[config.mk]
export PLATFORM = sky130hd
export DESIGN_NAME = ex_muldiv_unit
export DESIGN_NICKNAME = d
export VERILOG_FILES = /design/src/rtl/muldiv_pkg.sv /design/src/rtl/muldiv_sign_cond.sv /design/src/rtl/ex_muldiv_unit.sv
export SDC_FILE = /design/constraint.sdc
export NUM_CORES = 1
export LEC_CHECK = 0
export CAP_MARGIN = 20
export CORE_UTILIZATION = 44
export DETAILED_ROUTE_END_ITERATION = 6
export DONT_BUFFER_PORTS = 1
export PLACE_DENSITY = 0.67
export SYNTH_ARGS = -nofsm -noshare
export SYNTH_HDL_FRONTEND = slang
export SYNTH_SLANG_ARGS = --single-unit
[constraint.sdc]
create_clock -name clk -period 5.65 [get_ports clk]
set_clock_uncertainty 0.1 [all_clocks]
set_input_delay 1.4125 -clock clk [delete_from_list [all_inputs] [get_ports clk]]
set_output_delay 1.4125 -clock clk [all_outputs]
set_load 0.1 [all_outputs]
[src/rtl/muldiv_pkg.sv]
// Shared definitions for the RV32M multiply/divide unit: width default,
// funct3 encodings and the controller state type.
package muldiv_pkg;

    localparam int XLEN_DEFAULT = 32;

    localparam logic [2:0] F3_MUL    = 3'b000;
    localparam logic [2:0] F3_MULH   = 3'b001;
    localparam logic [2:0] F3_MULHSU = 3'b010;
    localparam logic [2:0] F3_MULHU  = 3'b011;
    localparam logic [2:0] F3_DIV    = 3'b100;
    localparam logic [2:0] F3_DIVU   = 3'b101;
    localparam logic [2:0] F3_REM    = 3'b110;
    localparam logic [2:0] F3_REMU   = 3'b111;

    typedef enum logic [1:0] {
        IDLE = 2'd0,
        BUSY = 2'd1,
        FIX  = 2'd2,
        DONE = 2'd3
    } muldiv_state_t;

endpackage

[src/rtl/muldiv_sign_cond.sv]
// Operand sign conditioning for RV32M: magnitudes and sign flags at accept,
// plus the conditional negate applied to the raw product/quotient/remainder.
module muldiv_sign_cond
    import muldiv_pkg::*;
#(
    parameter int XLEN = XLEN_DEFAULT
)
(
    input  logic [2:0]        funct3,
    input  logic [XLEN-1:0]   op_a,
    input  logic [XLEN-1:0]   op_b,
    output logic [XLEN-1:0]   mag_a,
    output logic [XLEN-1:0]   mag_b,
    output logic              neg_a,
    output logic              neg_b,
    input  logic [2*XLEN-1:0] fix_value,
    input  logic              fix_negate,
    output logic [2*XLEN-1:0] fix_result
);

    logic signed_a;
    logic signed_b;

    // MUL is sign-agnostic in its low half, so it is treated as unsigned.
    always_comb begin
        signed_a   = (funct3 == F3_MULH) || (funct3 == F3_MULHSU) ||
                     (funct3 == F3_DIV)  || (funct3 == F3_REM);
        signed_b   = (funct3 == F3_MULH) || (funct3 == F3_DIV) ||
                     (funct3 == F3_REM);
        neg_a      = signed_a && op_a[XLEN-1];
        neg_b      = signed_b && op_b[XLEN-1];
        mag_a      = neg_a ? -op_a : op_a;
        mag_b      = neg_b ? -op_b : op_b;
        fix_result = fix_negate ? -fix_value : fix_value;
    end

endmodule

[src/rtl/ex_muldiv_unit.sv]
// Iterative RV32M multiply/divide unit for the EX stage (radix-2, XLEN steps).
// Define MULDIV_FAST_MUL_EN for a single-cycle multiplier; division stays iterative.
module ex_muldiv_unit
    import muldiv_pkg::*;
#(
    parameter int XLEN = XLEN_DEFAULT
)
(
    input  logic            clk,
    input  logic            rst_n,
    input  logic            start,
    input  logic [2:0]      funct3,
    input  logic [XLEN-1:0] op_a,
    input  logic [XLEN-1:0] op_b,
    input  logic            flush,
    output logic            busy,
    output logic            done,
    output logic [XLEN-1:0] result
);

    localparam int CNT_W = $clog2(XLEN);

    muldiv_state_t     state;
    logic [2:0]        op_q;
    logic              sign_a_q;
    logic              sign_b_q;
    logic [XLEN-1:0]   operand_q;
    logic [2*XLEN-1:0] acc;
    logic [XLEN:0]     rem;
    logic [CNT_W-1:0]  count;

    logic [XLEN-1:0]   mag_a;
    logic [XLEN-1:0]   mag_b;
    logic              neg_a;
    logic              neg_b;
    logic [2*XLEN-1:0] fix_value;
    logic              fix_negate;
    logic [2*XLEN-1:0] fix_result;
    logic [XLEN-1:0]   result_next;

    logic              accept;
    logic              div_zero;
    logic              div_ovf;
    logic [XLEN-1:0]   special_value;

    logic [XLEN:0]     mul_sum;
    logic [XLEN+1:0]   div_shift;
    logic [XLEN+1:0]   div_diff;

    muldiv_sign_cond #(.XLEN(XLEN)) u_sign_cond (
        .funct3     (funct3),
        .op_a       (op_a),
        .op_b       (op_b),
        .mag_a      (mag_a),
        .mag_b      (mag_b),
        .neg_a      (neg_a),
        .neg_b      (neg_b),
        .fix_value  (fix_value),
        .fix_negate (fix_negate),
        .fix_result (fix_result)
    );

    assign accept = start && !flush && ((state == IDLE) || (state == DONE));

    // Divide-by-zero and signed overflow bypass the datapath entirely.
    always_comb begin
        div_zero      = funct3[2] && (op_b == '0);
        div_ovf       = funct3[2] && !funct3[0] &&
                        (op_a == {1'b1, {(XLEN-1){1'b0}}}) && (op_b == '1);
        special_value = op_a;
        if (div_zero) begin
            special_value = funct3[1] ? op_a : '1;
        end else if (funct3[1]) begin
            special_value = '0;
        end
    end

`ifdef MULDIV_FAST_MUL_EN
    logic signed [XLEN:0]     fast_a;
    logic signed [XLEN:0]     fast_b;
    logic signed [2*XLEN-1:0] fast_prod;

    assign fast_a    = {neg_a, op_a};
    assign fast_b    = {neg_b, op_b};
    assign fast_prod = (2*XLEN)'(fast_a) * (2*XLEN)'(fast_b);
`endif

    // Multiplier sits in the low half of acc and shifts out as the product shifts in;
    // the divider shifts the dividend out of acc[XLEN-1] and the quotient in at bit 0.
    always_comb begin
        mul_sum   = {1'b0, acc[2*XLEN-1:XLEN]} + {1'b0, (acc[0] ? operand_q : '0)};
        div_shift = {rem, acc[XLEN-1]};
        div_diff  = div_shift - {2'b00, operand_q};
    end

    always_comb begin
        fix_value  = acc;
        fix_negate = sign_a_q ^ sign_b_q;
        if (op_q[2]) begin
            if (op_q[1]) begin
                fix_value  = {{XLEN{1'b0}}, rem[XLEN-1:0]};
                fix_negate = sign_a_q;
            end else begin
                fix_value  = {{XLEN{1'b0}}, acc[XLEN-1:0]};
            end
        end
        result_next = ((op_q == F3_MUL) || op_q[2]) ? fix_result[XLEN-1:0]
                                                    : fix_result[2*XLEN-1:XLEN];
    end

    always_ff @(posedge clk or negedge rst_n) begin
        if (!rst_n) begin
            state     <= IDLE;
            busy      <= 1'b0;
            done      <= 1'b0;
            result    <= '0;
            op_q      <= F3_MUL;
            sign_a_q  <= 1'b0;
            sign_b_q  <= 1'b0;
            operand_q <= '0;
            acc       <= '0;
            rem       <= '0;
            count     <= '0;
        end else begin
            done <= 1'b0;
            case (state)
                IDLE, DONE: begin
                    state <= IDLE;
                    busy  <= 1'b0;
                    if (accept) begin
                        op_q      <= funct3;
                        sign_a_q  <= neg_a;
                        sign_b_q  <= neg_b;
                        operand_q <= funct3[2] ? mag_b : mag_a;
                        acc       <= {{XLEN{1'b0}}, (funct3[2] ? mag_a : mag_b)};
                        rem       <= '0;
                        count     <= '0;
                        if (div_zero || div_ovf) begin
                            result <= special_value;
                            done   <= 1'b1;
                            state  <= DONE;
`ifdef MULDIV_FAST_MUL_EN
                        end else if (!funct3[2]) begin
                            acc      <= fast_prod;
                            sign_a_q <= 1'b0;
                            sign_b_q <= 1'b0;
                            busy     <= 1'b1;
                            state    <= FIX;
`endif
                        end else begin
                            busy  <= 1'b1;
                            state <= BUSY;
                        end
                    end
                end
                BUSY: begin
                    if (flush) begin
                        state <= IDLE;
                        busy  <= 1'b0;
                    end else begin
                        if (op_q[2]) begin
                            acc[XLEN-1:0] <= {acc[XLEN-2:0], ~div_diff[XLEN+1]};
                            rem           <= div_diff[XLEN+1] ? div_shift[XLEN:0]
                                                              : div_diff[XLEN:0];
                        end else begin
                            acc <= {mul_sum, acc[XLEN-1:1]};
                        end
                        count <= count + CNT_W'(1);
                        if (count == CNT_W'(XLEN-1)) begin
                            state <= FIX;
                        end
                    end
                end
                FIX: begin
                    busy <= 1'b0;
                    if (flush) begin
                        state <= IDLE;
                    end else begin
                        result <= result_next;
                        done   <= 1'b1;
                        state  <= DONE;
                    end
                end
                default: begin
                    state <= IDLE;
                    busy  <= 1'b0;
                end
            endcase
        end
    end

endmodule

==> results.ini, run 1 <==
[status]
status=complete, but fails checks
violations=DRC

[synthesis]
synth_top_area_share_pct=26.4
synthAdderAreaFrac_pct=7.00
ys_types=92
synth_top_family_by_area=compound AO/OA/AOI/OAI gates
synth_compound_area_share_pct=26.8
yosysSeqAreaShare_pct=26.4
yosysTopAreaCell=dfrtp_1
synth_area_leaders=dfrtp_1 26%, o21ai_0 6.5%, a21oi_1 5.8%
synth-edff-count=0
synth_nets=2299
synthXorXnorAreaFrac_pct=7.98
synth_seq_cells=175
synthMuxAreaShare_pct=6.34
synth-simple-area-share_pct=20.3
synth_area_um2=16600
yosysWarnings=0
syn_avg_cell_area_um2=7.70
synthArstFlopShare_pct=100
synth-main-ff-cell=dfrtp_1
synthCells=2154

[die]
chipHeight_um=196
die_area_um2=38500
fp.coreArea_um2=36900
die_w_um=196
io_pins=105
num_rows=70
start_util_pct=45.0

[pwr]
power.density_nw_per_um2=291
seqPwrFrac_pct=32.7
combPwrFrac_pct=42.4
finalPower_mw=5.10
p_sw_mw=2.25
peakVddDrop_uv=230
power.leakage_nw=7.20
swShare_pct=44.1
p_clk_share_pct=24.9
internal-power_mw=2.85

[worst_setup_path]
worstReg2RegStart=op_q[2]
path_buf_inv=1
cp_top_family=simple AND/OR/NAND/NOR gates
regToRegEndpoint=result[23]
cpMaxStageDelayCell=dfrtp_4
setup.worst_path.start_class=register
r2r_slack_ns=1.23
cp-end-kind=register
critPathRequiredTime_ns=5.89
r2r_cells=10
path_max_fanout=31
crit_chain=and2_2 -> buf_4 -> o221ai_2 -> or3_1 -> or4b_4 -> or3_4 -> nand2_1 -> xnor2_1 -> a21oi_1 -> o221ai_1
critPathArrivalTime_ns=4.66
crit_type=register to register
critical_path.max_stage_delay_ns=0.68

[route]
dr.pass1.iters=7
final_antenna_net_count=0
wl_mm=62.5
num_vias=16700
viasPerCell=6.43
wire_per_inst_um=24.1
drc=3
drt_iter0_drc=2113

[timing]
drv_slew=0
worst_pin_slew_ns=1.05
period_needed_ns=4.42
setup_viol=0
finalCritPeriodShare_pct=78.3
fin_setup_tns_ns=0
hold_ws_ns=0.377
max_freq_mhz=226
slew_headroom_pct=29.9
rsz0062_at_grt=no
finalHoldViolCount=0
setup_ws_ns=1.23

[finish]
mostFrequentLayoutCell=nand2_1
area_growth_pct=5.94
final_util_pct=47.6
finalNonFillerCells=2595
layout_common_cells=231 x nand2_1, 228 x nor2_1, 214 x o21ai_0
fin_nets=2223
layout-drive-gt1-share_pct=6.55
fin_area_um2=17600
antennaDiodeCount=0

[clocking]
cts_buffers=17
holdBufCountCts=0
cts_buffer_depth=2
clock-root-buffer=clkbuf_16
cts_repair_resize_count=0
post-cts-setup-buffer-count=0
clk-insertion-delay-late_ns=0.48
cts_tree=built
clk_pin_slew_ns=0.08
cts_sinks=175
htreeDepth=4

[worst_hold_path]
min-delay-start=operand_q[15]
hold_class=register to register
hold_depth=2
whs_endpoint=operand_q[15]

[placement]
place_area_um2=17000
placement.io_buffers=0
routabilityCongestion=1.05
hpwl_mm=48.3
dp_slack_ns=0.987
dpl.cell_count=2563

[grt]
grt_max_degree=176
overflow=0
grt_pass1_vias=15600
grt_first_pass_wirelength_mm=94.6
antenna_found_initial=0
grt_use_total_pct=32.6

[flow_run]
maxCapViolations=0

worst register-to-register path, stage by stage, from the launching register on:
cell and delay, ns:
dfrtp_4 0.68, and2_2 0.64, buf_4 0.41, o221ai_2 0.22, or3_1 0.40, or4b_4 0.66, or3_4 0.44, nand2_1 0.10
xnor2_1 0.13, a21oi_1 0.34, o221ai_1 0.16
synthesized netlist by cell type, types with 6 or more instances:
cell / n
or4_1: 10
buf_2: 16
a22o_1: 8
o2111ai_1: 9
xnor2_1: 90
a31oi_1: 20
clkbuf_1: 88
nor2b_1: 15
inv_1: 84
mux2_2: 32
o211ai_1: 14
o22ai_1: 17
maj3_1: 22
nor4_1: 18
o31ai_1: 27
a21boi_0: 9
o21a_1: 23
and2_1: 15
o21ai_0: 214
a221oi_1: 7
a32oi_1: 11
buf_1: 10
nand4_1: 22
a211o_1: 6
a21oi_1: 193
mux2i_1: 69
o41ai_1: 10
or2_2: 8
dfrtp_1: 175
nand2b_1: 18
nor2_1: 228
a21o_1: 30
nand2_1: 231
and3_1: 16
or3_1: 15
o21ai_1: 16
nand3_1: 28
nor3_1: 45
o31a_1: 6
xor2_1: 61
ha_1: 72
a211oi_1: 42
state kept, by name, indices dropped and copies added (netlist names):
name       flops
result        32
op_q           3
rem           33
state          2
operand_q     32
done           1
busy           1
sign_b_q       1
acc           64
sign_a_q       1
count          5
kinds of logic after synthesis:
family | count (synthesis)
compound gates | 713
xor+xnor | 151
fa+ha+maj | 96
buf+inv | 209
flops | 175
mux | 101
simple gates | 709
metal layers:
metal	GRT usage (%)	part of all wire, %	vias to the layer above
met5	0	0	-
met2	49.7	43	855
li1	-	-	7678
met4	15.5	4.8	0
met3	8.49	10	145
met1	43.0	41	8004
power by group through the flow:
stage	combinational, mW	clock, mW	sequential, mW
final	2.16	1.27	1.67
after global placement	2.07	0	1.67
after detailed placement	2.09	0	1.67
after CTS	2.10	1.28	1.65
after global routing	2.32	1.33	1.68
after floorplan	1.56	0	1.54
worst max path at each step:
| stage | cells past startpoint | slack [ns] | from | endpoint |
|---|---|---|---|---|
| 2_1_floorplan | 15 | 1.50 | op_q[1] | result[22] |
| 3_3_place_gp | 8 | 1.07 | op_a[6] | result[30] |
| 3_5_place_dp | 9 | 0.99 | op_a[6] | result[22] |
| 4_1_cts | 10 | 1.32 | op_q[2] | result[23] |
| 5_1_grt | 10 | 1.08 | op_q[2] | result[24] |
| 6_report | 10 | 1.23 | op_q[2] | result[23] |
area by class of cell:
| cell class | instances | area, um^2 |
|---|---|---|
| Clock inverter | 14 | 176 |
| Multi-Input combinational cell | 1770 | 11400 |
| Timing Repair Buffer | 27 | 210 |
| Clock buffer | 18 | 429 |
| Sequential cell | 175 | 4380 |
| Tap cell | 504 | 631 |
| Inverter | 87 | 327 |
| Fill cell | 3618 | 19300 |
(Power assumes the default switching activity.)
==> run 2, diff against run 1 <==
Settings changed: PLACE_DENSITY 0.67 to 0.69.
Clock period 5.65 ns to 3.67 ns, I/O delays scaled along.
==> results.ini, run 2 (same netlist as run 1, synthesis figures left out) <==
[placement]
hpwl_mm=50.7
place_area_um2=17900
placement.io_buffers=0
dpl.cell_count=2687
routabilityCongestion=0.982

[route]
drc=0
viasPerCell=6.27
dr.pass1.iters=7
final_antenna_net_count=0
wire_per_inst_um=23.8
drt_iter0_drc=1990
num_vias=17000
wl_mm=64.9

[timing]
worst_pin_slew_ns=0.964
drv_slew=0
hold_ws_ns=0.0508
slew_headroom_pct=35.7
finalCritPeriodShare_pct=98.5
setup_viol=0
max_freq_mhz=277
period_needed_ns=3.62
finalHoldViolCount=0

[worst_setup_path]
setup.worst_path.start_class=register
cp_top_family=compound AO/OA/AOI/OAI gates
critical_path.max_stage_delay_ns=0.63
cp-end-kind=register
critical_path.most_common_cell=buf_4
critPathRequiredTime_ns=3.94
crit_type=register to register
critPathArrivalTime_ns=3.89
path_max_fanout=13
path_buf_inv=3
crit_chain=buf_4 -> buf_4 -> a211o_1 -> a221oi_2 -> nand2b_1 -> or4b_4 -> buf_4 -> nor2_1 -> mux2i_1 -> o2111ai_2 -> o21ai_0 -> o21ai_0
cpMaxStageDelayCell=or4b_4

[finish]
antennaDiodeCount=0
largest_reg_flops=64
fin_area_um2=18700
top_register=acc
final_util_pct=50.7
layout-drive-gt1-share_pct=12.8
mostFrequentLayoutCell=nand2_1
reg_top3=acc x64, rem x33
fin_nets=2349
finalNonFillerCells=2721
layout_common_cells=231 x nand2_1, 228 x nor2_1, 214 x o21ai_0
area_growth_pct=12.7

[grt]
overflow=0
grt_max_degree=176
grt_use_total_pct=33.6
antenna_found_initial=0
grt_first_pass_wirelength_mm=97.3
grt_pass1_vias=16000

[die]
die_w_um=196
start_util_pct=45.0
io_pins=105
chipHeight_um=196
die_area_um2=38500
num_rows=70
fp.coreArea_um2=36900

[clocking]
htreeDepth=4
cts_sinks=175
cts_tree=built
clock-root-buffer=clkbuf_16
cts_buffer_depth=2
clk_pin_slew_ns=0.08
cts_buffers=17
clk-insertion-delay-late_ns=0.47

[worst_hold_path]
hold_class=input port to async pin

[pwr]
power.density_nw_per_um2=441
power.leakage_nw=7.86
finalPower_mw=8.24
peakVddDrop_uv=374

[status]
status=finished clean

[flow_run]
maxCapViolations=0

[run 2: cell types whose count changed in the layout (fill, tap and decap cells not counted), sizes merged]
| cell | change |
|---|---|
| buf | +125 |
| clkinvlp | +2 |
| inv | -2 |
| bufinv | +1 |
| clkbuf | +1 |
| clkinv | -1 |
[run 2: worst paths after layout]
kind	from	endpoint	slack, ns	depth (start not counted)
setup reg to reg	op_q[1]	result[7]	0.05	12
min in group clk	operand_q[23]	operand_q[23]	0.37	2
hold reg to reg	operand_q[23]	operand_q[23]	0.37	2
hold / removal	rst_n	rem[30]	0.05	0
max in group asynchronous	rst_n	op_q[2]	2.76	0
setup / recovery	op_q[1]	result[7]	0.05	12
[run 2: where the power goes]
part / internal, mW / switching (mW)
combinational: 1.42 / 2.34
clock: 1.09 / 0.910
sequential: 2.15 / 0.336
total: 4.65 / 3.58
[run 2: cell type report]
type                    instances  area, um^2
clock buffers                  18         429
clock inverters                14         181
fillers                      3612       18200
inverters                      87         327
multi-input cells            1770       11500
flip-flops and latches        175        4380
well taps                     504         631
repair buffers                153        1230
[run 2: worst register-to-register path, cell delays in order, from the launching register on]
cell	delay [ns]
dfrtp_1	0.45
buf_4	0.23
buf_4	0.18
a211o_1	0.34
a221oi_2	0.28
nand2b_1	0.13
or4b_4	0.63
buf_4	0.18
nor2_1	0.26
mux2i_1	0.15
o2111ai_2	0.26
o21ai_0	0.12
o21ai_0	0.20
[run 2: layer usage]
layer,vias up,track usage (%),part of all wire (%)
li1,7921,-,-
met1,8193,43.5,41
met2,792,51.6,44
met3,142,9.04,10
met4,0,17.0,5.1
met5,-,0,0
[run 2: metrics by stage]
stage / TNS, ns / setup WS (ns)
5_1_grt: -0.0146 / -0.0126
6_report: 0 / 0.0545
3_3_place_gp: -2.16 / -0.114
3_5_place_dp: -3.48 / -0.170
2_1_floorplan: -0.0404 / -0.0404
4_1_cts: 0 / 0.0218
[run 2: what timing repair did]
item,CTS,global route
setup buffers,0,1
setup endpoints to repair,1,20
resized for setup,1,20
gates cloned,0,1
pin swaps,0,4
hold buffers,0,0
